--- config.mk ---
export PLATFORM = sky130hd
export DESIGN_NAME = if_inference_ctrl_flat
export DESIGN_NICKNAME = d
export VERILOG_FILES = /design/src/rtl/if_inference_ctrl_if.sv /design/src/rtl/if_inference_ctrl.sv /design/src/flat_wrapper.sv
export SDC_FILE = /design/constraint.sdc
export NUM_CORES = 1
export LEC_CHECK = 0
export BUFFER_PORTS_ARGS = -buffer_cell sky130_fd_sc_hd__buf_2
export CORE_ASPECT_RATIO = 1.5
export CORE_MARGIN = 2
export CORE_UTILIZATION = 40
export CTS_BUF_LIST = sky130_fd_sc_hd__clkbuf_4
export DETAILED_ROUTE_END_ITERATION = 7
export SLEW_MARGIN = 10
export SYNTH_ARGS = -nofsm -noshare
export SYNTH_HDL_FRONTEND = slang
export SYNTH_SLANG_ARGS = --single-unit
--- constraint.sdc ---
create_clock -name clk -period 4.5 [get_ports clk]
set_input_delay 0.45 -clock clk [delete_from_list [all_inputs] [get_ports clk]]
set_output_delay 0.45 -clock clk [all_outputs]
set_load 0.03 [all_outputs]
--- src/rtl/if_inference_ctrl_if.sv ---
// Signal bundle between the host, if_inference_ctrl and the network it drives.
// The controller connects through the slave modport; the host/network side uses master.
interface if_inference_ctrl_if #(
  parameter int NUM_INPUTS  = 4,
  parameter int NUM_OUTPUTS = 4,
  parameter int CNT_WIDTH   = 8
);
  localparam int CLS_W = (NUM_OUTPUTS > 1) ? $clog2(NUM_OUTPUTS) : 1;

  logic                   start;
  logic [NUM_INPUTS-1:0]  in_pattern;
  logic                   busy;
  logic                   net_rst;
  logic [NUM_INPUTS-1:0]  net_spike_in;
  logic [NUM_OUTPUTS-1:0] net_spike_out;
  logic                   result_valid;
  logic                   result_ready;
  logic [CLS_W-1:0]       result_class;
  logic [CNT_WIDTH-1:0]   result_count;
  logic                   result_none;

  modport master (
    output start, in_pattern, result_ready, net_spike_out,
    input  busy, net_rst, net_spike_in, result_valid,
           result_class, result_count, result_none
  );

  modport slave (
    input  start, in_pattern, result_ready, net_spike_out,
    output busy, net_rst, net_spike_in, result_valid,
           result_class, result_count, result_none
  );
endinterface

--- src/rtl/if_inference_ctrl.sv ---
// Run controller for the integrate-and-fire network: drives a latched pattern for a fixed
// number of timesteps, counts output spikes per class and reports the argmax winner.
module if_inference_ctrl #(
  parameter int NUM_INPUTS  = 4,
  parameter int NUM_OUTPUTS = 4,
  parameter int NUM_STEPS   = 16,
  parameter int NET_LAT     = 1,
  parameter int CNT_WIDTH   = 8
) (
  input logic               clk,
  input logic               rst,
  if_inference_ctrl_if.slave bus
);

  localparam logic [2:0] S_IDLE   = 3'd0;
  localparam logic [2:0] S_RUN    = 3'd1;
  localparam logic [2:0] S_DRAIN  = 3'd2;
  localparam logic [2:0] S_DECIDE = 3'd3;
  localparam logic [2:0] S_DONE   = 3'd4;

  localparam int CLS_W   = (NUM_OUTPUTS > 1) ? $clog2(NUM_OUTPUTS) : 1;
  localparam int MAX_A   = (NUM_STEPS > NET_LAT) ? NUM_STEPS : NET_LAT;
  localparam int MAX_CNT = (MAX_A > NUM_OUTPUTS) ? MAX_A : NUM_OUTPUTS;
  localparam int STEP_W  = $clog2(MAX_CNT + 1);

  localparam logic [STEP_W-1:0] RUN_LAST   = STEP_W'(NUM_STEPS - 1);
  localparam logic [STEP_W-1:0] DRAIN_LAST = STEP_W'((NET_LAT > 0) ? NET_LAT - 1 : 0);
  localparam logic [STEP_W-1:0] DEC_LAST   = STEP_W'(NUM_OUTPUTS - 1);

  logic [2:0]            state_q,   state_d;
  logic [STEP_W-1:0]     step_q,    step_d;
  logic [NUM_INPUTS-1:0] pattern_q, pattern_d;
  logic [CNT_WIDTH-1:0]  best_q,    best_d;
  logic [CLS_W-1:0]      class_q,   class_d;
  logic                  none_q,    none_d;
  logic [CNT_WIDTH-1:0]  cnt_q [NUM_OUTPUTS];
  logic                  cnt_clr;
  logic                  cnt_en;
  logic [CNT_WIDTH-1:0]  cand;

  // DECIDE walks the counters with the shared step counter as the index.
  assign cand = cnt_q[step_q[CLS_W-1:0]];

  always_comb begin
    // NOTE: every variable gets a default before the case so no path leaves one unassigned,
    // which would otherwise infer a latch.
    state_d   = state_q;
    step_d    = step_q;
    pattern_d = pattern_q;
    best_d    = best_q;
    class_d   = class_q;
    none_d    = none_q;
    cnt_clr   = 1'b0;

    case (state_q)
      S_IDLE: begin
        if (bus.start) begin
          pattern_d = bus.in_pattern;
          step_d    = '0;
          best_d    = '0;
          class_d   = '0;
          none_d    = 1'b0;
          cnt_clr   = 1'b1;
          state_d   = S_RUN;
        end
      end
      S_RUN: begin
        if (step_q == RUN_LAST) begin
          step_d  = '0;
          state_d = (NET_LAT == 0) ? S_DECIDE : S_DRAIN;
        end else begin
          step_d = step_q + 1'b1;
        end
      end
      S_DRAIN: begin
        if (step_q == DRAIN_LAST) begin
          step_d  = '0;
          state_d = S_DECIDE;
        end else begin
          step_d = step_q + 1'b1;
        end
      end
      S_DECIDE: begin
        // Strictly-greater replacement keeps ties on the lowest index.
        if (cand > best_q) begin
          best_d  = cand;
          class_d = step_q[CLS_W-1:0];
        end
        if (step_q == DEC_LAST) begin
          step_d  = '0;
          none_d  = (best_d == '0);
          state_d = S_DONE;
        end else begin
          step_d = step_q + 1'b1;
        end
      end
      S_DONE: begin
        if (bus.result_ready) state_d = S_IDLE;
      end
      default: state_d = S_IDLE;
    endcase
  end

  always_ff @(posedge clk or negedge rst) begin
    if (!rst) begin
      state_q   <= S_IDLE;
      step_q    <= '0;
      pattern_q <= '0;
      best_q    <= '0;
      class_q   <= '0;
      none_q    <= 1'b0;
    end else begin
      // NOTE: non-blocking assignments so every register samples pre-edge values,
      // independent of statement order.
      state_q   <= state_d;
      step_q    <= step_d;
      pattern_q <= pattern_d;
      best_q    <= best_d;
      class_q   <= class_d;
      none_q    <= none_d;
    end
  end

  // Count window is RUN delayed by the network latency, so it lines up with spike_out.
  generate
    if (NET_LAT == 0) begin : g_no_lat
      assign cnt_en = (state_q == S_RUN);
    end else begin : g_lat
      logic [NET_LAT-1:0] run_dly_q;
      always_ff @(posedge clk or negedge rst) begin
        if (!rst) run_dly_q <= '0;
        else      run_dly_q <= (run_dly_q << 1) | NET_LAT'(state_q == S_RUN);
      end
      assign cnt_en = run_dly_q[NET_LAT-1];
    end
  endgenerate

  always_ff @(posedge clk or negedge rst) begin
    if (!rst) begin
      // NOTE: the counter array is reset explicitly; an aborted run must not leak
      // partial counts into the next decision.
      for (int j = 0; j < NUM_OUTPUTS; j++) cnt_q[j] <= '0;
    end else if (cnt_clr) begin
      for (int j = 0; j < NUM_OUTPUTS; j++) cnt_q[j] <= '0;
    end else if (cnt_en) begin
      for (int j = 0; j < NUM_OUTPUTS; j++) begin
        if (bus.net_spike_out[j] && (cnt_q[j] != '1)) cnt_q[j] <= cnt_q[j] + 1'b1;
      end
    end
  end

  assign bus.busy         = (state_q != S_IDLE);
  assign bus.net_rst      = (state_q != S_RUN) && (state_q != S_DRAIN);
  assign bus.net_spike_in = (state_q == S_RUN) ? pattern_q : '0;
  assign bus.result_valid = (state_q == S_DONE);
  assign bus.result_class = class_q;
  assign bus.result_count = best_q;
  assign bus.result_none  = none_q;

endmodule

--- src/flat_wrapper.sv ---
// flat-port wrapper written by rule: the top's interface ports become plain ports
module if_inference_ctrl_flat 
#(
  parameter int NUM_INPUTS  = 4,
  parameter int NUM_OUTPUTS = 4,
  parameter int NUM_STEPS   = 16,
  parameter int NET_LAT     = 1,
  parameter int CNT_WIDTH   = 8
)
  (clk, rst, bus_start, bus_in_pattern, bus_result_ready, bus_net_spike_out, bus_busy, bus_net_rst, bus_net_spike_in, bus_result_valid, bus_result_class, bus_result_count, bus_result_none);
  if_inference_ctrl_if #(.NUM_INPUTS(NUM_INPUTS), .NUM_OUTPUTS(NUM_OUTPUTS), .CNT_WIDTH(CNT_WIDTH)) bus_i ();
  input logic clk;
  input logic rst;
  input wire logic [$bits(bus_i.start)-1:0] bus_start;
  input wire logic [$bits(bus_i.in_pattern)-1:0] bus_in_pattern;
  input wire logic [$bits(bus_i.result_ready)-1:0] bus_result_ready;
  input wire logic [$bits(bus_i.net_spike_out)-1:0] bus_net_spike_out;
  output wire logic [$bits(bus_i.busy)-1:0] bus_busy;
  output wire logic [$bits(bus_i.net_rst)-1:0] bus_net_rst;
  output wire logic [$bits(bus_i.net_spike_in)-1:0] bus_net_spike_in;
  output wire logic [$bits(bus_i.result_valid)-1:0] bus_result_valid;
  output wire logic [$bits(bus_i.result_class)-1:0] bus_result_class;
  output wire logic [$bits(bus_i.result_count)-1:0] bus_result_count;
  output wire logic [$bits(bus_i.result_none)-1:0] bus_result_none;
  assign bus_i.start = bus_start;
  assign bus_i.in_pattern = bus_in_pattern;
  assign bus_i.result_ready = bus_result_ready;
  assign bus_i.net_spike_out = bus_net_spike_out;
  assign bus_busy = bus_i.busy;
  assign bus_net_rst = bus_i.net_rst;
  assign bus_net_spike_in = bus_i.net_spike_in;
  assign bus_result_valid = bus_i.result_valid;
  assign bus_result_class = bus_i.result_class;
  assign bus_result_count = bus_i.result_count;
  assign bus_result_none = bus_i.result_none;
  if_inference_ctrl #(.NUM_INPUTS(NUM_INPUTS), .NUM_OUTPUTS(NUM_OUTPUTS), .NUM_STEPS(NUM_STEPS), .NET_LAT(NET_LAT), .CNT_WIDTH(CNT_WIDTH)) u_core (.clk(clk), .rst(rst), .bus(bus_i));
endmodule
* After elaboration in Yosys (flattened, before gate mapping) *
Index checks and enable logic that the tools add are counted.
W data, S select, Z words.

cells by class
  $add $sub $neg = 5
  magnitude comparators = 2
  eq/ne operators = 18
  muxes and demuxes = 33
  bitwise operators = 1
  reductions and logical operators = 26

operator list
  kind                   count
  $mux W8                9
  $mux W32               2
  $add A8 B1 Y8 const B  4
  $ne A8 B8 Y1 const B   4
  $mux W5                4
  $pmux W5 S4            1
  $bmux W8 S2            1
  $pmux W8 S2            1
  $mux W3                5
  $pmux W3 S5            1
  $reduce_and A2 Y1      7
  $reduce_bool A2 Y1     6
  $gt A8 B8 Y1           1
  $logic_not A8 Y1       1
  $ne A2 B1 Y1 const B   4
  $eq A3 B2 Y1 const B   2
  $reduce_and A3 Y1      2
  $add A5 B1 Y5 const B  1
  $eq A5 B2 Y1 const B   1
  $eq A5 B4 Y1 const B   1
  $logic_and A1 B1 Y1    5
  $logic_not A5 Y1       1
  $reduce_and A5 Y1      1
  $mux W1                4
  other kinds (14)       16

storage, ports and cells
  register bits = 56
  input port bits = 12
  output and inout bits = 18

* Logic depth before layout (Yosys ltp) *
Gate-level depths: netlist of run 1.

  depth in word-level cells = 10
  mapped depth = 11
  depth with buffers taken out = 9

* Worst setup path after synthesis of run 1 *
Ideal clock, no wire load.

  path type = reg2reg
  start point = register u_core.step_q[0]
  end point = register u_core.best_q[1], in the netlist u_core.bus.result_count[1]
  setup time = 125 ps
  arrival = 2,453 ps
  required time = 4,375 ps
  setup slack = 1,922 ps
  cell stages (with the launch flop) = 10
  buffers on the path = 2
  period minus slack after synthesis = 2,578 ps
  cells stage by stage = dfrtp_1 buf_2 mux4_2 ha_1 nor2b_1 o211ai_1 a211oi_1 o21bai_1 buf_2 mux2_2

on the way
  word-level cells in the longest chain between the ends = 8

ends and longest elaborated chain
  item                                             RTL line                  source
  start: declaration                               if_inference_ctrl.sv:31   logic [STEP_W-1:0] step_q, step_d;
  start signal: assignment                         if_inference_ctrl.sv:116  step_q <= step_d;
  $not A2 Y3 (not written as such) (*)             if_inference_ctrl.sv:42   assign cand = cnt_q[step_q[CLS_W-1:0]];
  $bmux W8 S2 (*)                                  if_inference_ctrl.sv:42
  $mux W8 (not written as such) (*) (2 in series)  if_inference_ctrl.sv:42
  $gt A8 B8 Y1                                     if_inference_ctrl.sv:85   if (cand > best_q) begin
  $mux W8 (*)                                      if_inference_ctrl.sv:85
  $mux W8 (*)                                      if_inference_ctrl.sv:55   case (state_q)
  $pmux W8 S2 (*)                                  if_inference_ctrl.sv:55
  end signal: assignment                           if_inference_ctrl.sv:118  best_q <= best_d;
  end: declaration                                 if_inference_ctrl.sv:33   logic [CNT_WIDTH-1:0] best_q, best_d;

Every way passes the cells marked *; elsewhere a longest branch is shown, timed or not. The select of a mux whose other input is x is not followed.
A chain may end at the register's enable or synchronous reset.

* Final worst setup path of run 1 *
  start point = register u_core.step_q[0]
  end point = register u_core.best_q[7], in the netlist u_core.bus.result_count[7]

The elaborated chain is that of the path after synthesis.

==> out/results.tsv, run 1 <==
metric	value	unit
hold_viol_final	0	
drtAntennaViolNets	0	
slew_headroom	0.322	
fp.dieArea	8880	sq um
ctsRootBufferMaster	clkbuf_4	
top_level_ports	30	
mostFrequentLayoutCell	dfrtp_1	
crit_arrival	3.23	ns
cts.repair_timing.setup_buffer_count	0	
grt_max_degree	57	
num_vias	2450	
p_leak	1.68	nW
die_w	77.6	um
critical_path_peak_fanout	10	
worstPathRequired	4.80	ns
layout.cells.non_filler	456	
placedCellCount	448	
synth_area	3250	sq um
number_of_clock_sinks	56	
place.gp.congestion	0.910	
cellPowerDensity	374	nW/um^2
final_critical_path_setup_slack	1.57	ns
detailedPlacementHpwl	5050	um
holdCritPathClass	in2async	
drt-vias-per-instance	5.37	
yosys.cell_types.count	50	
grt_first_pass_wirelength	11400	um
final_cell_mix	dfrtp_1 (56), nor2_1 (47), nand2_1 (29), buf_2 (29), inv_1 (18)	
yosys_most_used_dff	dfrtp_1	
fin_worst_hold_slack	0.157	ns
seq_area_frac_synth	0.431	
timing.final.crit_share	0.651	
clock_tree_from_tritoncts	built	
finalCoreUtilization	0.441	
fraction_of_registers_with_async_set_reset	1.00	
row_count	40	
postcts_resize_cnt	0	
detail_route.wirelength	6990	um
drt_iter0_drc	99	
synth_enable_flop_cells	0	
crit_slowest_cell	dfrtp_1	
run_status	finished clean	
cts.hold.buffers_added	0	
globalRouteOverflowTotal	0	
finalClockSkew	0.0119	ns
pre_cts_ws	1.65	ns
drt_drc_violations_left	0	
setup_repair_after_global_routing_missed_its_margin	false	
placeable_core_region	7960	sq um
start_kind	flip-flop	
placement.io_buffers	29	
crit_type	reg2reg	
worstSkewPairLatency	0.39	ns
vdd_drop_max	0.000199	V
grt_antenna_before_repair	1	
dieHeight	114	um
detail_route.first_pass.iterations	4	
grt_use_total	0.165	
cap_violations	0	
mappedNetlistNets	352	
synth_warnings	0	
setup_viol_count_final	0	
count_of_state_elements_after_synthesis	56	
fin_crit	2.93	ns
drive_gt1_frac	0.174	
syn-mean-instance-area	10.0	sq um
timing.setup.tns	0	ns
num-nets-final	378	
maxClockFrequency	342	MHz
first_global_vias	2312	
netlist_instances	324	
critical_path.cell_chain	mux4_2 > ha_1 > nor2b_1 > o211ai_1 > a211oi_1 > o21bai_1 > buf_4 > mux2_2	
worst_slew_pin_slew	1.01	ns
timing.critical_path.to_type	flip-flop	
routed_wire_length_per_instance	15.3	um
area_growth	8.01	%
drv_slew	0	
post_cts_clock_slew_at_the_launch_and_capture_registers_of_the_worst_setup_and_hold_paths	0.16	ns
cts-buffers-inserted	5	
cts-htree-levels	2	
timing.critical_path.slowest_cell_delay	0.68	ns
floorplan.initialDensity	0.408	
deepest_clock_path_buffer_count	2	
## registers in the layout, summed over array words and instances, names as in the netlist
signal	cells
u_core.bus.result_class	2
u_core.bus.result_count	8
u_core.bus.result_none	1
u_core.cnt_en	1
u_core.cnt_q	32
u_core.pattern_q	4
u_core.state_q	3
u_core.step_q	5
## power breakdown
part / internal [mW] / total [mW] / switching, mW
clock network: 0.0551 / 0.215 / 0.159
registers: 0.563 / 0.667 / 0.105
logic: 0.178 / 0.430 / 0.252
total: 0.796 / 1.31 / 0.516
## metal layers
metal / global-route usage / part of all wire
met1: 0.199 / 0.43
met4: 0.0690 / 0.026
met3: 0.0276 / 0.027
met2: 0.288 / 0.51
met5: 0 / 0
## worst max-delay path, delay by kind of cell, from the launching register on
| kind | cells | cell delay, ns |
|---|---|---|
| buffers and inverters | 1 | 0.20 |
| adder cells (fa/ha/maj) | 1 | 0.32 |
| flip-flops | 1 | 0.68 |
| AO/OA/AOI/OAI | 3 | 0.59 |
| multiplexers | 2 | 0.89 |
| AND/OR/NAND/NOR | 1 | 0.16 |
## path summary, 6_finish.rpt
path | startpoint | to | slack, ns | cells past startpoint
setup / recovery | u_core.step_q[0] | u_core.bus.result_count[7] | 1.57 | 8
hold / removal | rst | u_core.cnt_q[29] | 0.16 | 2
setup reg to reg | u_core.step_q[0] | u_core.bus.result_count[7] | 1.57 | 8
hold reg to reg | u_core.pattern_q[0] | u_core.pattern_q[0] | 0.49 | 2
max in group asynchronous | rst | u_core.cnt_q[24] | 3.84 | 2
min in group clk | bus_result_ready | u_core.state_q[2] | 0.23 | 2
## layout make-up
type | count | area, sq um
clock inverters | 2 | 7.51
flip-flops and latches | 56 | 1400
fillers | 770 | 4450
inverters | 18 | 67.6
well taps | 105 | 131
multi-input cells | 238 | 1700
clock buffers | 5 | 37.5
diodes | 1 | 2.50
repair buffers | 31 | 160
## logic make-up after synthesis
| group | after synthesis | synth area share |
|---|---|---|
| xor gates and xnor gates | 26 | 0.0701 |
| adders and majority gates | 16 | 0.0616 |
| buffers and inverters | 30 | 0.0450 |
| AOI/OAI and AO/OA | 37 | 0.0832 |
| muxes | 26 | 0.111 |
| and+or+nand+nor | 133 | 0.198 |
| DFF | 56 | 0.431 |
## Yosys cell counts (all sizes together) (9+ instances only)
| master | count | area, sq um |
|---|---|---|
| buf | 11 | 75.1 |
| dfrtp | 56 | 1400 |
| ha | 16 | 200 |
| inv | 18 | 67.6 |
| mux2 | 10 | 113 |
| mux2i | 9 | 90.1 |
| nand2 | 29 | 109 |
| nand3 | 12 | 60.1 |
| nand4 | 12 | 75.1 |
| nor2 | 48 | 188 |
| xnor2 | 12 | 105 |
| xor2 | 14 | 123 |
## stage by stage
| step | power [mW] | area (sq um) |
|---|---|---|
| 4_1_cts | 1.33 | 3510 |
| 2_1_floorplan | 1.01 | 3250 |
| 6_report | 1.31 | 3510 |
| 3_5_place_dp | 1.11 | 3460 |
| 5_1_grt | 1.40 | 3510 |
| 3_3_place_gp | 1.10 | 3460 |
(Power assumes the default switching activity.)
==> run 2: changes to the inputs <==
--- a/config.mk
+++ b/config.mk
@@ -5,6 +5,7 @@
 export SDC_FILE = /design/constraint.sdc
 export NUM_CORES = 1
 export LEC_CHECK = 0
+export ABC_AREA = 1
 export BUFFER_PORTS_ARGS = -buffer_cell sky130_fd_sc_hd__buf_2
 export CORE_ASPECT_RATIO = 1.5
 export CORE_MARGIN = 2
==> constraint.sdc (replaced) <==
create_clock -name clk -period 2.82 [get_ports clk]
set_input_delay 0.282 -clock clk [delete_from_list [all_inputs] [get_ports clk]]
set_output_delay 0.282 -clock clk [all_outputs]
set_load 0.03 [all_outputs]
==> run 2 against run 1 <==
  * The run now ends with negative hold slack left
  * Combinational power grew to 6.2 times the previous value
  * Synthesized cell count up 41%
  * Non-clock buffer count is 2 higher
  * Register-to-register slack got worse by 1.2 ns
  * Sequential share of layout area fell by 2.9 points
  * Maximum frequency increased by 21%
  * Hold slack worse by 0.16 ns
  * Count of clock-buffer cells in the layout increased by 1
  * Final cell count is 30% higher
  * Power rose to 3.3 times the previous value
  * Critical endpoint is now u_core.bus.result_none
  * Largest cell class unchanged
==> out/results.tsv, run 2 <==
metric	value	unit	change
placement.io_buffers	29		unchanged
grt_antenna_before_repair	0		-1
synth.top_cell.area_share	0.404		-0.0275
clock_tree_from_tritoncts	built		
synth_warnings	0		unchanged
finalInstanceArea	3780	sq um	+7.8%
syn-mean-instance-area	7.61	sq um	-24%
p_leak	1.89	nW	+13%
insertedDiodeCount	0		-1
holdCritPathClass	in2async		
final_cell_mix	nand2_1 (83), inv_1 (71), dfrtp_1 (56)		
cap_violations	0		unchanged
hold_viol_final	6		+6
synth_top_family_by_area	simple AND/OR/NAND/NOR gates		
mostFrequentLayoutCell	nand2_1		
detail_route.wirelength	8570	um	+23%
synth_area_leaders	dfrtp_1 (40%), nand2_1 (9.0%), inv_1 (7.7%)		
cts-htree-levels	2		unchanged
start_kind	flip-flop		
setup_repair_after_global_routing_missed_its_margin	false		
placedCellCount	586		+31%
power	4.34	mW	+230%
fraction_of_registers_with_async_set_reset	1.00		unchanged
crit_arrival	2.78	ns	-0.45 ns
yosys.cell_types.count	34		-32%
worstPathRequired	3.18	ns	-1.62 ns
synthDominantAreaCellType	dfrtp_1		
post_cts_clock_slew_at_the_launch_and_capture_registers_of_the_worst_setup_and_hold_paths	0.17	ns	about the same
drt_drc_violations_left	0		unchanged
ctsRootBufferMaster	clkbuf_4		
drt-vias-per-instance	5.21		-3.1%
finalClockSkew	0.0171	ns	+0.00516 ns
seq_area_frac_synth	0.404		-0.0275
yosys_most_used_dff	dfrtp_1		
fin_crit	2.42	ns	-0.510 ns
fp.dieArea	9450	sq um	+6.5%
detail_route.first_pass.iterations	4		unchanged
final.fill_count	890		+16%
deepest_clock_path_buffer_count	2		unchanged
muxShareOfSynthArea	0		-0.111
layout.cells.non_filler	593		+30%
drt_iter0_drc	124		+25%
cts-buffers-inserted	5		unchanged
critical_path_peak_fanout	16		+6
number_of_flip_flops_in_the_largest_register	32		unchanged
number_of_clock_sinks	56		unchanged
floorplan.initialDensity	0.413		+0.00422
synth-compound-area-share	0.142		+0.0589
fin_worst_hold_slack	-0.00735	ns	-0.164 ns
placed_area	3710	sq um	+7.2%
timing.final.crit_share	0.858		+0.207
post_synth_fa_ha_maj_area_fraction	0.0577		-0.00393
drv_slew	0		unchanged
routed_wire_length_per_instance	14.4	um	-5.8%
failed_checks	negative hold slack		
cts.hold.buffers_added	0		unchanged
first_global_vias	3070		+33%
synth_xor_area_frac	0.0227		-0.0474
die_w	80.1	um	+3.2%
drtAntennaViolNets	0		unchanged
row_count	41		+2.5%
worstSkewPairLatency	0.40	ns	about the same
dieHeight	118	um	+3.2%
drive_gt1_frac	0.138		-0.0364
timing.setup.tns	0	ns	unchanged
finalCoreUtilization	0.450		+0.00855
synth_area	3470	sq um	+6.8%
detailedPlacementHpwl	6500	um	+29%
grt_max_degree	57		unchanged
worst_slew_pin_slew	0.744	ns	-0.271 ns
setup_viol_count_final	0		unchanged
place.gp.congestion	0.837		-8.0%
timing.critical_path.to_type	flip-flop		
globalRouteOverflowTotal	0		unchanged
reg2reg_depth	16		+8
netlist_instances	456		+41%
maxClockFrequency	414	MHz	+21%
final_critical_path_setup_slack	0.402	ns	-1.17 ns
pre_cts_ws	0.277	ns	-1.37 ns
run_status	complete, but fails checks		
yosys-top-cells-count	nand2_1 (83), inv_1 (71), dfrtp_1 (56), o21ai_0 (47), nand3_1 (36)		
mappedNetlistNets	484		+38%
most_instantiated_library_cell_after_synthesis	nand2_1		
grt_first_pass_wirelength	14300	um	+25%
top_level_ports	30		unchanged
num_vias	3088		+26%
crit_type	reg2reg		
synth_enable_flop_cells	0		unchanged
slew_headroom	0.504		+0.182
cellPowerDensity	1150	nW/um^2	+210%
synth-simple-area-share	0.269		+0.0710
vdd_drop_max	0.000586	V	+200%
num-nets-final	514		+36%
grt_use_total	0.192		+0.0276
count_of_state_elements_after_synthesis	56		unchanged
placeable_core_region	8410	sq um	+5.7%
area_growth	8.98	%	
max_flop_register	u_core.cnt_q		
run 2: cell types whose count changed after synthesis, moves of 9 or more:
cell,delta
a21oi_1,+18
inv_1,+53
mux2_2,-10
mux2i_1,-9
nand2_1,+54
nand3_1,+24
nor2_1,-16
o21ai_0,+41
o22ai_1,+10
xnor2_1,-11
run 2: report_power, final:
part           switching (mW)  internal [mW]  total [mW]
Combinational            1.85          0.827        2.68
Clock                   0.260          0.102       0.362
Sequential              0.238           1.06        1.30
Total                    2.35           1.99        4.34
run 2: cells by family (layout without fill, tap and decap cells):
group / after synthesis / count (layout)
buf+inv: 89 / 119
fa+ha+maj: 16 / 16
compound gates: 91 / 91
flops: 56 / 56
xor+xnor: 9 / 9
simple gates: 195 / 195
run 2: final timing paths:
kind | slack [ns] | from | end
min in group clk | 0.08 | bus_in_pattern[3] | u_core.pattern_q[3]
min reg2reg | 0.52 | u_core.bus.result_none | u_core.bus.result_none
min | -0.007 | rst | u_core.cnt_q[19]
max reg2reg | 0.40 | u_core.step_q[0] | u_core.bus.result_none
max in group asynchronous | 2.31 | rst | u_core.state_q[1]
max | 0.40 | u_core.step_q[0] | u_core.bus.result_none
run 2: area by class of cell:
class / instances / area [sq um] / area share
tap: 107 / 134 / 0.0354
clock inverter: 1 / 5.00 / 0.00132
sequential: 56 / 1400 / 0.370
multi-input combinational: 311 / 1720 / 0.455
inverter: 79 / 300 / 0.0794
timing repair buffer: 33 / 175 / 0.0463
clock buffer: 6 / 45.0 / 0.0119
run 2: worst max-delay path, stage by stage (launching register included):
cell     delay [ns]
dfrtp_1        0.43
buf_4          0.19
a21oi_1        0.12
o21ai_0        0.09
nand2_1        0.09
inv_1          0.05
ha_1           0.28
nand2_1        0.07
nor2_2         0.21
nand4_4        0.19
nand2_4        0.18
nand2_1        0.06
nand2_1        0.09
nand2_1        0.06
nor2_1         0.11
nand3_1        0.08
nand2_1        0.07
run 2: repair_timing:
item | CTS | global route
resized for setup | 0 | 4
setup endpoints to repair | 0 | 1
setup buffers | 0 | 0
run 2: metal layers:
layer	vias up	routed length, um	track usage
li1	1563	-	-
met1	1433	3430	0.215
met2	67	4420	0.329
met3	25	299	0.0353
met4	0	415	0.118
met5	-	0	0
==> run 3: changes to the inputs <==
--- a/config.mk
+++ b/config.mk
@@ -9,7 +9,7 @@
 export BUFFER_PORTS_ARGS = -buffer_cell sky130_fd_sc_hd__buf_2
 export CORE_ASPECT_RATIO = 1.5
 export CORE_MARGIN = 2
-export CORE_UTILIZATION = 40
+export CORE_UTILIZATION = 46
 export CTS_BUF_LIST = sky130_fd_sc_hd__clkbuf_4
 export DETAILED_ROUTE_END_ITERATION = 7
 export SLEW_MARGIN = 10
==> run 3 against run 2 <==
  * Sequential share of layout area fell by 0.065 points
  * Final area rose by 0.26%
  * Register-to-register slack got worse by 0.14 ns
  * Die area fell by 13%
  * Sequential power barely moved
  * Critical path depth fell by 2
  * Count of clock-buffer cells in the layout did not move
  * The flow now finishes without violations
  * Largest cell class unchanged
  * Via count rose by 1.2%
  * Wire length fell by 1.5%
==> out/results.tsv, run 3 (synthesized netlist as in run 2, its figures left out) <==
metric	value	unit	change
timing.setup.tns	0	ns	unchanged
drive_gt1_frac	0.137		-0.000846
clock_power_share	0.084		about the same
num-nets-final	516		+0.39%
vdd_drop_max	0.000722	V	+23%
cap_violations	0		unchanged
grt_antenna_before_repair	0		unchanged
fp.dieArea	8270	sq um	-13%
setup_viol_count_final	0		unchanged
number_of_clock_sinks	56		unchanged
slew_headroom	0.710		+0.206
crit_type	reg2reg		
detail_route.wirelength	8440	um	-1.5%
critical_path_peak_fanout	15		-1
placedCellCount	580		-1.0%
grt_use_total	0.224		+0.0311
switching_share	0.540		-0.00135
drt_drc_violations_left	0		unchanged
drt-vias-per-instance	5.30		+1.9%
grt_first_pass_wirelength	13900	um	-2.5%
crit_path_frequent_cell	nand2_1		
finalClockSkew	0.0151	ns	-0.00200 ns
detailedPlacementHpwl	6510	um	+0.18%
drt_iter0_drc	198		+60%
place.gp.congestion	0.881		+5.3%
row_count	38		-7.3%
p_sw	2.34	mW	-0.60%
insertedDiodeCount	0		unchanged
routed_wire_length_per_instance	14.3	um	-0.85%
maxClockFrequency	391	MHz	-5.4%
grt_max_degree	37		-35%
p_leak	1.90	nW	+0.35%
drtAntennaViolNets	0		unchanged
cellPowerDensity	1140	nW/um^2	-0.61%
final_cell_mix	nand2_1 (83), inv_1 (71), dfrtp_1 (55)		
area_growth	9.26	%	
globalRouteOverflowTotal	0		unchanged
critical_path.cell_chain	buf_4 > a21oi_1 > o21ai_0 > nand2_1 > inv_1 > ha_1 > nand2_1 > nor2_1 > nand2_1 > nand2_2 > nand3_1 > o21ai_0 > nand3_1 > nand2_1		
floorplan.initialDensity	0.477		+0.0646
worst_slew_pin_slew	0.435	ns	-0.309 ns
run_status	finished clean		
relative_contribution_of_combinational_cells_to_total_power	0.613		-0.004
number_of_flip_flops_in_the_largest_register	32		unchanged
worstPathRequired	3.16	ns	-0.02 ns
timing.final.crit_share	0.907		+0.0492
die_w	74.9	um	-6.4%
dieHeight	110	um	-6.5%
crit_arrival	2.90	ns	+0.12 ns
drv_slew	0		unchanged
cts-htree-levels	2		unchanged
placeable_core_region	7270	sq um	-14%
ctsRootBufferMaster	clkbuf_4		
top_level_ports	30		unchanged
cts-buffers-inserted	5		unchanged
deepest_clock_path_buffer_count	2		unchanged
intPower	1.99	mW	about the same
first_global_vias	3010		-2.0%
post_cts_clock_slew_at_the_launch_and_capture_registers_of_the_worst_setup_and_hold_paths	0.15	ns	-0.02 ns
layout.cells.non_filler	589		-0.67%
worstSkewPairLatency	0.40	ns	about the same
placement.io_buffers	29		unchanged
max_flop_register	u_core.cnt_q		
num_vias	3124		+1.2%
start_kind	flip-flop		
holdCritPathClass	in2reg		
timing.critical_path.slowest_cell_delay	0.49	ns	+0.06 ns
fin_crit	2.56	ns	+0.139 ns
setup_repair_after_global_routing_missed_its_margin	false		
seq_power_share	0.303		+0.003
timing.critical_path.to_type	flip-flop		
detail_route.first_pass.iterations	4		unchanged
crit_slowest_cell	dfrtp_2		
mostFrequentLayoutCell	nand2_1		
clock_tree_from_tritoncts	built		
hold_viol_final	0		-6
[run 3: cell type report]
class / instances / area (sq um)
fillers: 734 / 3480
multi-input cells: 311 / 1720
flip-flops and latches: 56 / 1400
inverters: 79 / 297
repair buffers: 35 / 193
well taps: 100 / 125
clock buffers: 6 / 45.0
clock inverters: 2 / 11.3
[run 3: per-layer routing]
| layer | vias to the layer above | global-route usage | wire (um) |
|---|---|---|---|
| met4 | 0 | 0.106 | 247 |
| li1 | 1567 | - | - |
| met5 | - | 0 | 0 |
| met3 | 18 | 0.0309 | 291 |
| met2 | 67 | 0.392 | 4490 |
| met1 | 1472 | 0.262 | 3410 |
[run 3: path summary, 6_finish.rpt]
path                                             start                      to  slack [ns]  cells after the start
worst max register to register        u_core.step_q[0]  u_core.bus.result_none        0.26                     14
worst max-delay path                  u_core.step_q[0]  u_core.bus.result_none        0.26                     14
min in group asynchronous                          rst        u_core.cnt_q[17]        0.30                      2
worst min register to register  u_core.bus.result_none  u_core.bus.result_none        0.51                      2
max in group asynchronous                          rst        u_core.step_q[0]        1.84                      3
worst min-delay path                 bus_in_pattern[0]     u_core.pattern_q[0]        0.08                      3
[run 3: through the flow]
step	hold slack (ns)	worst slack, ns	total power [mW]	utilization	cell area (sq um)
floorplan	-0.0136	0.519	3.28	-	3470
global placement	0.235	0.246	3.89	0.510	3710
detailed placement	0.234	0.221	3.92	0.510	3710
CTS	0.0720	0.174	4.29	0.519	3780
global route	0.0707	0.00347	4.79	0.521	3790
finish	0.0836	0.263	4.33	0.521	3790
[run 3: timing repair]
item	CTS	global route
hold endpoints to repair	16	0
buffers inserted	0	0
hold buffers	1	0
gates resized for setup	0	3
endpoints found under the setup margin	0	1
[run 3: critical path: cells and delay by family, from the launching register on]
kind | cells | cell delay [ns]
simple gates | 8 | 1.02
flops | 1 | 0.49
compound gates | 3 | 0.46
fa+ha+maj | 1 | 0.28
buf+inv | 2 | 0.25
[run 3: power by group through the flow]
| stage | Sequential (mW) | Clock [mW] | Combinational, mW |
|---|---|---|---|
| after detailed placement | 1.33 | 0 | 2.59 |
| after global placement | 1.32 | 0 | 2.56 |
| after CTS | 1.31 | 0.372 | 2.61 |
| after floorplan | 1.36 | 0 | 1.93 |
| after global routing | 1.34 | 0.405 | 3.04 |
| final | 1.31 | 0.366 | 2.65 |
